==> src/rtl/idli_sqi_ctrl_m.sv <==
`timescale 1ns/1ps
`default_nettype none
// ============================================================================
// Module   : idli_sqi_ctrl_m
// Purpose  : SQI transaction sequencer for a 23LC1024-style serial SRAM that
//            is already in SQI mode. It frames each core request as CS low,
//            an 8-bit command, a 24-bit byte address, a dummy byte (reads
//            only) and a burst of 16-bit words on the 4-bit SIO bus.
// Ports    : i_sqi_gck/i_sqi_rst  - SQI clock, synchronous active-high reset
//            i_req_*/o_req_rdy    - request handshake (accepted only in IDLE)
//            o_sqi_cs_n/o_sqi_sio/o_sqi_sio_oe/i_sqi_sio - SRAM pin interface
//            o_buf_wr_en/o_rd_data/o_rd_vld - read nibble stream to rotate buf
//            i_wr_data/o_wr_rdy   - write nibble stream (no backpressure)
//            o_busy               - transaction in progress
// Revision : 1.0 - initial release
// ============================================================================
module idli_sqi_ctrl_m #(
    parameter int BURST_W = 4
) (
    input  logic               i_sqi_gck,
    input  logic               i_sqi_rst,
    input  logic               i_req_vld,
    output logic               o_req_rdy,
    input  logic               i_req_wr,
    input  logic [15:0]        i_req_addr,
    input  logic [BURST_W-1:0] i_req_len,
    output logic               o_sqi_cs_n,
    output logic [3:0]         o_sqi_sio,
    output logic               o_sqi_sio_oe,
    input  logic [3:0]         i_sqi_sio,
    output logic               o_buf_wr_en,
    output logic [3:0]         o_rd_data,
    output logic               o_rd_vld,
    input  logic [3:0]         i_wr_data,
    output logic               o_wr_rdy,
    output logic               o_busy
);

    // Counter must hold 4*2**BURST_W - 1 (the longest data phase).
    localparam int CNT_W = BURST_W + 2;

    localparam logic [2:0] c_ST_IDLE  = 3'd0;
    localparam logic [2:0] c_ST_CMD   = 3'd1;
    localparam logic [2:0] c_ST_ADDR  = 3'd2;
    localparam logic [2:0] c_ST_DUMMY = 3'd3;
    localparam logic [2:0] c_ST_DATA  = 3'd4;
    localparam logic [2:0] c_ST_END   = 3'd5;

    // Phase lengths minus one, loaded on phase entry.
    localparam logic [CNT_W-1:0] c_CNT_CMD   = CNT_W'(1);
    localparam logic [CNT_W-1:0] c_CNT_ADDR  = CNT_W'(5);
    localparam logic [CNT_W-1:0] c_CNT_DUMMY = CNT_W'(1);

    logic [2:0]         r_state;
    logic [2:0]         w_state_nxt;
    logic [CNT_W-1:0]   r_cnt;
    logic [CNT_W-1:0]   w_cnt_nxt;
    logic               r_wr;
    logic [15:0]        r_addr;
    logic [BURST_W-1:0] r_len;
    logic [3:0]         r_rd_data;
    logic               r_rd_vld;
    logic               w_accept;
    logic               w_cnt_zero;
    logic [23:0]        w_byte_addr;
    logic [3:0]         w_addr_nib;

    assign w_accept    = i_req_vld && (r_state == c_ST_IDLE);
    assign w_cnt_zero  = (r_cnt == '0);
    assign w_byte_addr = {7'b0, r_addr, 1'b0};

    // ------------------------------------------------------------------
    // State and nibble counter registers
    // ------------------------------------------------------------------
    always_ff @(posedge i_sqi_gck) begin
        if (i_sqi_rst) begin
            r_state <= c_ST_IDLE;
            r_cnt   <= '0;
        end else begin
            r_state <= w_state_nxt;
            r_cnt   <= w_cnt_nxt;
        end
    end

    // Request fields are captured only on acceptance so that requests
    // presented during a transfer cannot disturb it.
    always_ff @(posedge i_sqi_gck) begin
        if (i_sqi_rst) begin
            r_wr   <= 1'b0;
            r_addr <= '0;
            r_len  <= '0;
        end else if (w_accept) begin
            r_wr   <= i_req_wr;
            r_addr <= i_req_addr;
            r_len  <= i_req_len;
        end
    end

    // Read path: pins sampled every cycle; valid trails the buffer enable.
    always_ff @(posedge i_sqi_gck) begin
        if (i_sqi_rst) begin
            r_rd_data <= 4'h0;
            r_rd_vld  <= 1'b0;
        end else begin
            r_rd_data <= i_sqi_sio;
            r_rd_vld  <= o_buf_wr_en;
        end
    end

    // ------------------------------------------------------------------
    // Next-state logic
    // ------------------------------------------------------------------
    always_comb begin
        w_state_nxt = r_state;
        w_cnt_nxt   = r_cnt - CNT_W'(1);
        case (r_state)
            c_ST_IDLE: begin
                w_cnt_nxt = r_cnt;
                if (w_accept) begin
                    w_state_nxt = c_ST_CMD;
                    w_cnt_nxt   = c_CNT_CMD;
                end
            end
            c_ST_CMD: begin
                if (w_cnt_zero) begin
                    w_state_nxt = c_ST_ADDR;
                    w_cnt_nxt   = c_CNT_ADDR;
                end
            end
            c_ST_ADDR: begin
                if (w_cnt_zero) begin
                    if (r_wr) begin
                        w_state_nxt = c_ST_DATA;
                        w_cnt_nxt   = {r_len, 2'b11};
                    end else begin
                        w_state_nxt = c_ST_DUMMY;
                        w_cnt_nxt   = c_CNT_DUMMY;
                    end
                end
            end
            c_ST_DUMMY: begin
                if (w_cnt_zero) begin
                    w_state_nxt = c_ST_DATA;
                    // 4*(len+1)-1 nibbles, fits CNT_W without overflow
                    w_cnt_nxt   = {r_len, 2'b11};
                end
            end
            c_ST_DATA: begin
                if (w_cnt_zero) begin
                    w_state_nxt = c_ST_END;
                end
            end
            c_ST_END: begin
                w_state_nxt = c_ST_IDLE;
                w_cnt_nxt   = r_cnt;
            end
            default: begin
                w_state_nxt = c_ST_IDLE;
                w_cnt_nxt   = '0;
            end
        endcase
    end

    // Address nibble select: the counter runs 5..0 so it indexes MSB first.
    always_comb begin
        w_addr_nib = 4'h0;
        case (r_cnt[2:0])
            3'd5:    w_addr_nib = w_byte_addr[23:20];
            3'd4:    w_addr_nib = w_byte_addr[19:16];
            3'd3:    w_addr_nib = w_byte_addr[15:12];
            3'd2:    w_addr_nib = w_byte_addr[11:8];
            3'd1:    w_addr_nib = w_byte_addr[7:4];
            3'd0:    w_addr_nib = w_byte_addr[3:0];
            default: w_addr_nib = 4'h0;
        endcase
    end

    // ------------------------------------------------------------------
    // Output logic
    // ------------------------------------------------------------------
    always_comb begin
        o_sqi_cs_n   = 1'b1;
        o_sqi_sio_oe = 1'b0;
        o_sqi_sio    = 4'h0;
        o_buf_wr_en  = 1'b0;
        o_wr_rdy     = 1'b0;
        case (r_state)
            c_ST_CMD: begin
                o_sqi_cs_n   = 1'b0;
                o_sqi_sio_oe = 1'b1;
                // 0x02 = WRITE, 0x03 = READ; high nibble is always zero
                o_sqi_sio    = (r_cnt == c_CNT_CMD) ? 4'h0 : {3'b001, ~r_wr};
            end
            c_ST_ADDR: begin
                o_sqi_cs_n   = 1'b0;
                o_sqi_sio_oe = 1'b1;
                o_sqi_sio    = w_addr_nib;
            end
            c_ST_DUMMY: begin
                o_sqi_cs_n = 1'b0;
            end
            c_ST_DATA: begin
                o_sqi_cs_n   = 1'b0;
                o_sqi_sio_oe = r_wr;
                o_sqi_sio    = r_wr ? i_wr_data : 4'h0;
                o_buf_wr_en  = ~r_wr;
                o_wr_rdy     = r_wr;
            end
            default: begin
            end
        endcase
    end

    assign o_busy    = (r_state != c_ST_IDLE);
    assign o_req_rdy = (r_state == c_ST_IDLE);
    assign o_rd_data = r_rd_data;
    assign o_rd_vld  = r_rd_vld;

endmodule
`default_nettype wire

==> config.mk <==
export PLATFORM = sky130hd
export DESIGN_NAME = idli_sqi_ctrl_m
export DESIGN_NICKNAME = d
export VERILOG_FILES = /design/src/rtl/idli_sqi_ctrl_m.sv
export SDC_FILE = /design/constraint.sdc
export NUM_CORES = 1
export LEC_CHECK = 0
export CAP_MARGIN = 20
export CORE_MARGIN = 2
export CORE_UTILIZATION = 48
export DETAILED_ROUTE_END_ITERATION = 16
export GPL_TIMING_DRIVEN = 0
export PLACE_DENSITY = 0.84
export SLEW_MARGIN = 25
export SYNTH_ARGS = -nofsm -noshare
export SYNTH_HDL_FRONTEND = slang
export SYNTH_SLANG_ARGS = --single-unit
==> constraint.sdc <==
create_clock -name i_sqi_gck -period 2.5 [get_ports i_sqi_gck]
set_input_delay 0.625 -clock i_sqi_gck [delete_from_list [all_inputs] [get_ports i_sqi_gck]]
set_output_delay 0.625 -clock i_sqi_gck [all_outputs]
set_load 0.01 [all_outputs]
==> results of run 1 <==
[layout by cell type, fill, tap and decap left out, drive strengths merged, types with 7 or more instances in the layout]
cell / n
buf: 16
nor2: 12
clkbuf: 13
clkdlybuf4s50: 41
o21ai: 12
nor2b: 7
nor3: 9
dfxtp: 35
a21oi: 28
nand2: 56
inv: 7
[timing repair]
| item | CTS | global route |
|---|---|---|
| gates cloned | 0 | 0 |
| setup endpoints to repair | 6 | 7 |
| buffers inserted | 5 | 0 |
| resized for setup | 28 | 16 |
| pin swaps | 6 | 6 |
[sequential cells by signal, indices dropped and copies added (netlist names)]
name / count
o_rd_data: 4
o_rd_vld: 1
r_addr: 16
r_cnt: 6
r_len: 4
r_state: 3
r_wr: 1
[worst max-delay path by stage]
stage / start / endpoint / slack, ps / depth (start not counted)
final: r_cnt[1] / o_sqi_sio[2] / 60 / 6
after global routing: r_cnt[1] / o_sqi_sio[1] / -20 / 6
after CTS: r_cnt[1] / o_sqi_sio[3] / -20 / 6
after detailed placement: r_cnt[0] / o_sqi_sio[3] / -300 / 7
after global placement: r_cnt[0] / o_sqi_sio[1] / -250 / 6
after floorplan: r_cnt[0] / o_sqi_sio[1] / 380 / 5
[power groups by stage]
| stage | clock, mW | sequential, mW | combinational (mW) |
|---|---|---|---|
| 2_1_floorplan | 0 | 0.765 | 1.00 |
| 3_3_place_gp | 0 | 0.786 | 1.38 |
| 3_5_place_dp | 0 | 0.793 | 1.40 |
| 5_1_grt | 0.418 | 0.792 | 1.72 |
| 4_1_cts | 0.394 | 0.768 | 1.51 |
| 6_report | 0.396 | 0.781 | 1.56 |
[worst max-delay path: cells and delay by family (launching register included)]
| family | cells | cell delay [ps] |
|---|---|---|
| fa+ha+maj | 1 | 170 |
| compound gates | 3 | 660 |
| flops | 1 | 350 |
| buf+inv | 2 | 350 |
[layout make-up]
class,count,area share
Buffer,14,0.0348
Clock buffer,7,0.0299
Clock inverter,1,0.00196
Inverter,7,0.0123
Multi-Input combinational cell,172,0.431
Sequential cell,35,0.278
Tap cell,48,0.0236
Timing Repair Buffer,50,0.188
[routing by layer]
metal	vias to the layer above	share of wire
met5	-	0
met4	0	0.011
met3	8	0.061
met2	72	0.48
met1	874	0.45
li1	916	-
[kinds of logic after synthesis]
logic type      Yosys count
flops                    35
buf+inv                  21
compound gates           64
simple gates            100
xor+xnor                  2
fa+ha+maj                 6
[through the flow]
stage          utilization  setup WS (ps)
2_1_floorplan            -            379
3_3_place_gp         0.640           -254
3_5_place_dp         0.640           -303
4_1_cts              0.689          -19.3
5_1_grt              0.697          -19.4
6_report             0.697           58.8
==> metrics.yaml, run 1 <==
status: "completed"
arrival_ps: 1820
wl_per_cell_um: 14.3
gr-total-overflow: 0
ys_warn_count: 0
drt-initial-drc-count: 196
synth_ff_type: "dfxtp_1"
p_int_mw: 1.57
switchingPower_mw: 1.17
grt_pass1_vias: 1741
fillers: 295
synth_top_cells_by_count: "nand2_1 (55), dfxtp_1 (35), a21oi_1 (17)"
synth_top_family_by_area: "simple AND/OR/NAND/NOR gates"
crit_fanout: 5
nets: 323
finalNonFillerCells: 334
place_inst: 321
clock_latency_ps: 290
initial_core_util: 0.500
p_per_area_nw_per_um2: 1070
ant_nets: 0
synth.distinct_cells: 45
synth_edf_count: 0
synth-seq-area-share: 0.383
die_h_um: 65.8
stdcell_area_um2: 2550
viasPerCell: 5.60
grtUsageTotal: 0.236
grt_use_met2: 0.399
use_met3: 0.0426
cts.path.max_buffers: 2
numCtsBuffers: 5
drtPass1Iterations: 6
synth-xor-area-share: 0.00956
num_antenna_cells: 0
clock-sinks: 35
use_met1: 0.300
routabilityCongestion: 0.923
ir_drop_mv: 0.540
r2r-end: "r_cnt[5]"
worstSetupStartpointType: "register"
power.total_mw: 2.74
p_seq_frac: 0.285
min-delay-start: "r_addr[11]"
drc_errors: 0
finalHoldViolCount: 0
fmax_mhz: 410
postSynthCellCount: 228
pin_count: 47
hold_buffers: 0
busiest_layer: "met2"
yosysTopAreaCellShare: 0.383
worst_setup_path_end_kind: "primary output"
tightest_slew_ps: 667
finClkSkew_ps: 2.83
multiInputGateArea_um2: 1100
swShare: 0.426
yosysMostFrequentCell: "nand2_1"
fin_crit_sh: 0.976
max_cap_viol_count: 0
syn_avg_cell_area_um2: 8.03
synth_top_cell_by_area: "dfxtp_1"
grt_pass1_wl_um: 7910
synth_async_sr_flop_share: 0
area_delta_synth_final_pct: 39.2
setup_violations: 0
drv_slew: 0
reg2reg_slack_ps: 790
cts_tree: "done"
synth_fa_ha_area_frac: 0.0410
worst_hold_path.num_cells: 2
synth.area.top_cells: "dfxtp_1 (38%), nand2_1 (11%), a21oi_2 (5.3%)"
path_class: "register to primary output"
num_rows: 22
grt_antenna_before_repair: 0
die-area_um2: 4330
dpl_cell_area_um2: 2340
required_ps: 1880
hp-class: "register to register"
p_clk_frac: 0.145
drive_above_1_share: 0.217
p_comb_frac: 0.570
grt_max_degree: 11
clk_pin_slew_ps: 70
synthMuxAreaShare: 0
synth_area_um2: 1830
design.core.area_um2: 3660
period_needed_ps: 2440
power.leakage_nw: 0.931
cpPeakStageDelay_ps: 350
r2r_start: "r_cnt[1]"
synth-compound-area-share: 0.249
hold_ws_ps: 462
relSlewSlack: 0.555
yosys.area_share.simple: 0.258
ff2ff_path_depth: 7
crit_path_cell_trace: "buf_6 -> ha_4 -> a222oi_1 -> o21ai_1 -> a22o_1 -> clkdlybuf4s15_1"
finalWirelength_um: 4790
hold-path-endpoint: "r_addr[11]"
io_buffer_count: 45
dpl.hpwl_um: 3420
vias: 1870
die_x_um: 65.8
syn_nets: 266
h-tree-depth: 2
cts_root_buf: "clkbuf_8"
synth_seq_cells: 35
tns_ps: 0
slowest_stage: "dfxtp_4"
final-seq-area_um2: 709
rsz0062_at_grt: "yes"
(Power assumes the default switching activity.)
==> run 2, diff against run 1 <==
Settings changed: SLEW_MARGIN 25 to 10.
==> results of run 2 <==
Same layout as run 1: the final DEF is identical, and so are final timing and power.
